[src/rtl/spi_mem_if.sv]
// Serial link between the SPI master and the memory target.
// Valid/ready semantics: cs low frames the transfer and mosi carries one bit per clock. The target qualifies read data with a one-cycle ready pulse before streaming miso, and acknowledges a consumed write frame with a one-cycle op_done pulse.
interface spi_mem_if;
    logic       cs;
    logic       mosi;
    logic       miso;
    logic       ready;
    logic       op_done;
    logic [3:0] dbg_state;

    modport master (output cs, mosi, input miso, ready, op_done, dbg_state);
    modport slave  (input cs, mosi, output miso, ready, op_done, dbg_state);
endinterface

[src/rtl/spi_mem_slave.sv]
// SPI target memory: deserialises LSB-first {op, addr, data} frames into a DEPTH x 8 register file
// and serialises read bytes back on miso behind a one-cycle ready pulse.
module spi_mem_slave #(
    parameter int DEPTH  = 32,
    parameter int DATA_W = 8,
    parameter int ADDR_W = 8
) (
    input logic      clk,
    input logic      rst,
    spi_mem_if.slave bus
);
    localparam int IDX_W = $clog2(DEPTH);
    localparam logic [ADDR_W:0] DEPTH_L = DEPTH[ADDR_W:0];

    typedef enum logic [3:0] {
        IDLE      = 4'd0,
        GET_OP    = 4'd1,
        WR_ADDR   = 4'd2,
        RD_ADDR   = 4'd3,
        WR_DATA   = 4'd4,
        WRITE     = 4'd5,
        RD_MEM    = 4'd6,
        SEND_RDY  = 4'd7,
        SEND_DATA = 4'd8
    } state_t;

    state_t              state_q, state_d;
    logic [2:0]          cnt_q, cnt_d;
    logic [ADDR_W-1:0]   addr_q, addr_d;
    logic [DATA_W-1:0]   data_q, data_d;
    logic [DATA_W-1:0]   rd_byte_q, rd_byte_d;
    logic                miso_q, miso_d;
    logic                ready_q, ready_d;
    logic                op_done_q, op_done_d;
    logic                mem_we;
    logic                in_range;
    logic [DATA_W-1:0]   rd_val;
    logic [DATA_W-1:0]   mem_q [DEPTH];

    assign in_range = ({1'b0, addr_q} < DEPTH_L);
    assign rd_val   = in_range ? mem_q[addr_q[IDX_W-1:0]] : '0;

    always_comb begin
        state_d   = state_q;
        cnt_d     = cnt_q;
        addr_d    = addr_q;
        data_d    = data_q;
        rd_byte_d = rd_byte_q;
        miso_d    = 1'b0;
        ready_d   = 1'b0;
        op_done_d = 1'b0;
        mem_we    = 1'b0;
        case (state_q)
            IDLE: begin
                cnt_d = '0;
                if (!bus.cs) state_d = GET_OP;
            end
            GET_OP: begin
                cnt_d = '0;
                if (bus.cs) state_d = IDLE;
                else        state_d = bus.mosi ? WR_ADDR : RD_ADDR;
            end
            WR_ADDR, RD_ADDR: begin
                if (bus.cs) begin
                    state_d = IDLE;
                    cnt_d   = '0;
                end else begin
                    addr_d = {bus.mosi, addr_q[ADDR_W-1:1]};
                    cnt_d  = cnt_q + 3'd1;
                    if (cnt_q == 3'd7) state_d = (state_q == WR_ADDR) ? WR_DATA : RD_MEM;
                end
            end
            WR_DATA: begin
                if (bus.cs) begin
                    state_d = IDLE;
                    cnt_d   = '0;
                end else begin
                    data_d = {bus.mosi, data_q[DATA_W-1:1]};
                    cnt_d  = cnt_q + 3'd1;
                    if (cnt_q == 3'd7) state_d = WRITE;
                end
            end
            WRITE: begin
                // Out-of-range writes still complete the handshake; only the store is dropped.
                mem_we    = in_range;
                op_done_d = 1'b1;
                state_d   = IDLE;
            end
            RD_MEM: begin
                rd_byte_d = rd_val;
                ready_d   = 1'b1;
                miso_d    = rd_val[0];
                state_d   = SEND_RDY;
            end
            SEND_RDY: begin
                // Bit 0 is held for a second cycle so the master's first sample edge sees it.
                miso_d  = rd_byte_q[0];
                cnt_d   = '0;
                state_d = SEND_DATA;
            end
            SEND_DATA: begin
                if (cnt_q == 3'd7) begin
                    cnt_d   = '0;
                    state_d = IDLE;
                end else begin
                    miso_d = rd_byte_q[cnt_q + 3'd1];
                    cnt_d  = cnt_q + 3'd1;
                end
            end
            default: state_d = IDLE;
        endcase
    end

    always_ff @(posedge clk) begin
        if (rst) begin
            state_q   <= IDLE;
            cnt_q     <= '0;
            addr_q    <= '0;
            data_q    <= '0;
            rd_byte_q <= '0;
            miso_q    <= 1'b0;
            ready_q   <= 1'b0;
            op_done_q <= 1'b0;
            for (int i = 0; i < DEPTH; i++) mem_q[i] <= '0;
        end else begin
            state_q   <= state_d;
            cnt_q     <= cnt_d;
            addr_q    <= addr_d;
            data_q    <= data_d;
            rd_byte_q <= rd_byte_d;
            miso_q    <= miso_d;
            ready_q   <= ready_d;
            op_done_q <= op_done_d;
            if (mem_we) mem_q[addr_q[IDX_W-1:0]] <= data_q;
        end
    end

    assign bus.miso      = miso_q;
    assign bus.ready     = ready_q;
    assign bus.op_done   = op_done_q;
    assign bus.dbg_state = state_q;
endmodule

[src/flat_wrapper.sv]
// flat-port wrapper written by rule: the top's interface ports become plain ports
module spi_mem_slave_flat 
#(
    parameter int DEPTH  = 32,
    parameter int DATA_W = 8,
    parameter int ADDR_W = 8
)
  (clk, rst, bus_cs, bus_mosi, bus_miso, bus_ready, bus_op_done, bus_dbg_state);
  spi_mem_if bus_i ();
  input logic clk;
  input logic rst;
  input wire logic [$bits(bus_i.cs)-1:0] bus_cs;
  input wire logic [$bits(bus_i.mosi)-1:0] bus_mosi;
  output wire logic [$bits(bus_i.miso)-1:0] bus_miso;
  output wire logic [$bits(bus_i.ready)-1:0] bus_ready;
  output wire logic [$bits(bus_i.op_done)-1:0] bus_op_done;
  output wire logic [$bits(bus_i.dbg_state)-1:0] bus_dbg_state;
  assign bus_i.cs = bus_cs;
  assign bus_i.mosi = bus_mosi;
  assign bus_miso = bus_i.miso;
  assign bus_ready = bus_i.ready;
  assign bus_op_done = bus_i.op_done;
  assign bus_dbg_state = bus_i.dbg_state;
  spi_mem_slave #(.DEPTH(DEPTH), .DATA_W(DATA_W), .ADDR_W(ADDR_W)) u_core (.clk(clk), .rst(rst), .bus(bus_i));
endmodule
[config.mk]
export PLATFORM = sky130hd
export DESIGN_NAME = spi_mem_slave_flat
export DESIGN_NICKNAME = d
export VERILOG_FILES = /design/src/rtl/spi_mem_if.sv /design/src/rtl/spi_mem_slave.sv /design/src/flat_wrapper.sv
export SDC_FILE = /design/constraint.sdc
export NUM_CORES = 1
export LEC_CHECK = 0
export CAP_MARGIN = 40
export CORE_MARGIN = 2
export CORE_UTILIZATION = 55
export CTS_CLUSTER_SIZE = 25
export DETAILED_ROUTE_END_ITERATION = 12
export GPL_ROUTABILITY_DRIVEN = 0
export MAX_ROUTING_LAYER = met4
export PLACE_DENSITY = 0.74
export SYNTH_ARGS = -nofsm -noshare
export SYNTH_HDL_FRONTEND = slang
export SYNTH_SLANG_ARGS = --single-unit
export TNS_END_PERCENT = 20
[constraint.sdc]
create_clock -name clk -period 2.1 [get_ports clk]
set_clock_uncertainty 0.05 [all_clocks]
set_input_delay 0.42 -clock clk [delete_from_list [all_inputs] [get_ports clk]]
set_output_delay 0.42 -clock clk [all_outputs]
set_load 0.005 [all_outputs]
==> flow_summary.ini <==
[detailed_routing]
ant_nets = 0
dr.pass1.iters = 7
drcViolationCount = 0
highest_layer = met4
vias = 8223
wl_mm = 31.7
avgViaCountPerCell = 5.82
wl_per_cell_um = 22.4
wl_met1_mm = 13.2
wl_met2_mm = 14.9
first_iter_violations = 1023
met3WireLength_mm = 2.57

[cells_and_area]
syn2layout_area_growth_pct = 17.3
final_common_cell = and2_1
diodes = 0
final_cell_mix = 257 x and2_1, 256 x edfxtp_1, 88 x buf_4
num-nets-final = 1072
design_area_um2 = 15900
post_route_cells_drive_above_1_share_pct = 26.9

[timing]
setup_viol = 12
period_share_pct = 100
worstMarginPinSlew_ps = 741
final_max_slew_viol_count = 0
rsz0062_at_grt = true
hold_viol = 0
post-route-min-period_ps = 2110
slew_headroom_pct = 50.6
finalSetupTns_ps = -52.7
timing.final.ws_setup_ps = -6.76
fmax_ghz = 0.475

[floorplan]
dieArea_um2 = 26000
placementRows = 57
io_pins = 11
core-area_um2 = 24200
die_h_um = 161
initial_core_util_pct = 56.0
die_w_um = 161

[clock_tree]
clock_latency_ps = 550
ctsLongestPathBuffers = 3
htreeDepth = 1
cts.sinks = 295
clkTransAtPathRegs_ps = 60
cts_buffers = 30
root_buffer = clkbuf_16
cts_tree = yes
ctsHoldBuffers = 0

[global_route]
grt_overflow = 0
grt_pass1_vias = 8129
grt_usage_pct = 25.9
grt_max_degree = 38
grt_pass1_wl_mm = 48.8
antenna_found_initial = 0

[setup_path]
r2r_cells = 7
cpPeakStageDelay_ps = 360
crit_path_cell_trace = nand2b_2 -> nor4_4 -> buf_4 -> nand3b_1 -> buf_6 -> nor2_2 -> or2_4
cp_num_buf_inv = 2
ff2ff_setup_slack_ps = -7
cp_slowest_cell = dfxtp_2
cp.depth = 7
worst-path-max-fanout = 8
endpoint_kind = flip-flop
rr_startpoint = u_core.bus.dbg_state[3]
critical_path.top_delay_family = simple AND/OR/NAND/NOR gates
worstPathRequired_ps = 2300
cp.arrival_ps = 2300
setup.worst_path.start_class = flip-flop
critical_path_class = flip-flop to flip-flop
critPathLaunch = u_core.bus.dbg_state[3]

[power_and_ir_drop]
clkPwrFrac_pct = 40.1
combPwrFrac_pct = 6.1
vdd_drop_max_mv = 0.904
power_mw = 12.5
cellPowerDensity_nw_per_um2 = 786
intPower_mw = 9.81
p_sw_mw = 2.71
p_sw_share_pct = 21.6
power_leakage_nw = 5.66
seqPwrFrac_pct = 53.8

[synthesis]
syn_area_per_cell_um2 = 13.7
synthFlopType = edfxtp_1
synth_cell_types = 48
yosysWarnings = 0
yosysSeqAreaShare_pct = 62.4
synth-async-reset-ratio_pct = 0
synth-seq-cells = 295
syn_area_um2 = 13600
syn_nets = 994
synth_edf_count = 256
syn-instance-count = 988

[placement]
portBuffers = 10
placed_area_um2 = 14700
dp_slack_ps = -215
dp_hpwl_mm = 21.3

[hold_path]
worstHoldStart = rst
hold_class = input port to flip-flop
hold_path_depth = 4

[status]
violations = negative setup slack
status = complete, but fails checks

[run]
maxCapViolations = 0
-- power groups by stage --
stage | registers, mW | clock network, mW | logic [mW]
finish | 6.74 | 5.02 | 0.759
global placement | 6.84 | 0 | 0.680
global route | 6.76 | 5.33 | 0.817
CTS | 6.73 | 5.07 | 0.742
detailed placement | 6.85 | 0 | 0.692
floorplan | 6.80 | 0 | 0.447
-- cell families after synthesis --
group / after synthesis / synth area share, %
buf+inv: 72 / 2.06
fa+ha+maj: 2 / 0.184
mux: 110 / 13.1
simple gates: 444 / 19.0
flops: 295 / 62.4
compound gates: 65 / 3.27
-- per-stage QoR --
stage	std cells	utilization, %	hold WS, ps
global placement	1348	60.7	381
floorplan	988	-	368
CTS	1409	64.9	335
global route	1414	65.7	364
detailed placement	1348	60.7	388
finish	1414	65.7	349
-- worst register-to-register path, cell delays in order, from the launching register on --
cell	delay, ps
dfxtp_2	360
nand2b_2	230
nor4_4	270
buf_4	190
nand3b_1	160
buf_6	190
nor2_2	130
or2_4	210
-- flip-flops by register name, indices dropped and copies added, names as in the netlist, named ones only --
| signal | count |
|---|---|
| u_core.bus.ready | 1 |
| u_core.mem_q | 256 |
| u_core.data_q | 8 |
| u_core.bus.dbg_state | 4 |
| u_core.bus.miso | 1 |
| u_core.addr_q | 8 |
| u_core.cnt_q | 3 |
| u_core.bus.op_done | 1 |
| u_core.rd_byte_q | 8 |
-- Yosys cell counts (5+ instances only) --
master	n	area share, %
buf_2	8	0.29
mux4_2	54	9.0
buf_1	5	0.14
a31oi_1	8	0.37
dfxtp_1	39	5.7
nor2b_1	8	0.37
and2_1	257	12
edfxtp_1	256	57
nor2_1	56	1.5
clkbuf_1	56	1.5
nand3b_1	10	0.55
o221ai_1	7	0.45
and3_1	7	0.32
mux2i_1	54	4.0
nand3_1	9	0.33
o22ai_1	6	0.28
nand2_1	37	1.0
o21ai_0	5	0.18
a21oi_1	14	0.52
or2_2	34	1.6
or3_1	6	0.28
a211oi_1	8	0.44
-- what timing repair did --
item | 4_1_cts | 5_1_grt
resized for setup | 19 | 51
setup endpoints to repair | 516 | 334
setup buffers | 5 | 5
pin swaps | 1 | 11
-- cell type report --
cell class / count / area, um^2
inverters: 3 / 11.3
repair buffers: 115 / 1040
flip-flops and latches: 295 / 8480
multi-input cells: 621 / 5050
well taps: 324 / 405
clock inverters: 17 / 90.1
fillers: 1734 / 8320
clock buffers: 39 / 847
-- final timing paths --
| path | to |
|---|---|
| setup reg to reg | u_core.mem_q[2][0] |
| hold / removal | u_core.bus.miso |
| hold reg to reg | u_core.rd_byte_q[3] |
| setup / recovery | u_core.mem_q[2][0] |
-- layer usage --
layer  up-vias  track usage [%]
li1       3745                -
met1      4046             36.4
met2       371             39.7
met3        61             3.18
met4         0             9.38
met5         -                -
Power figures use the tool's default switching activity.
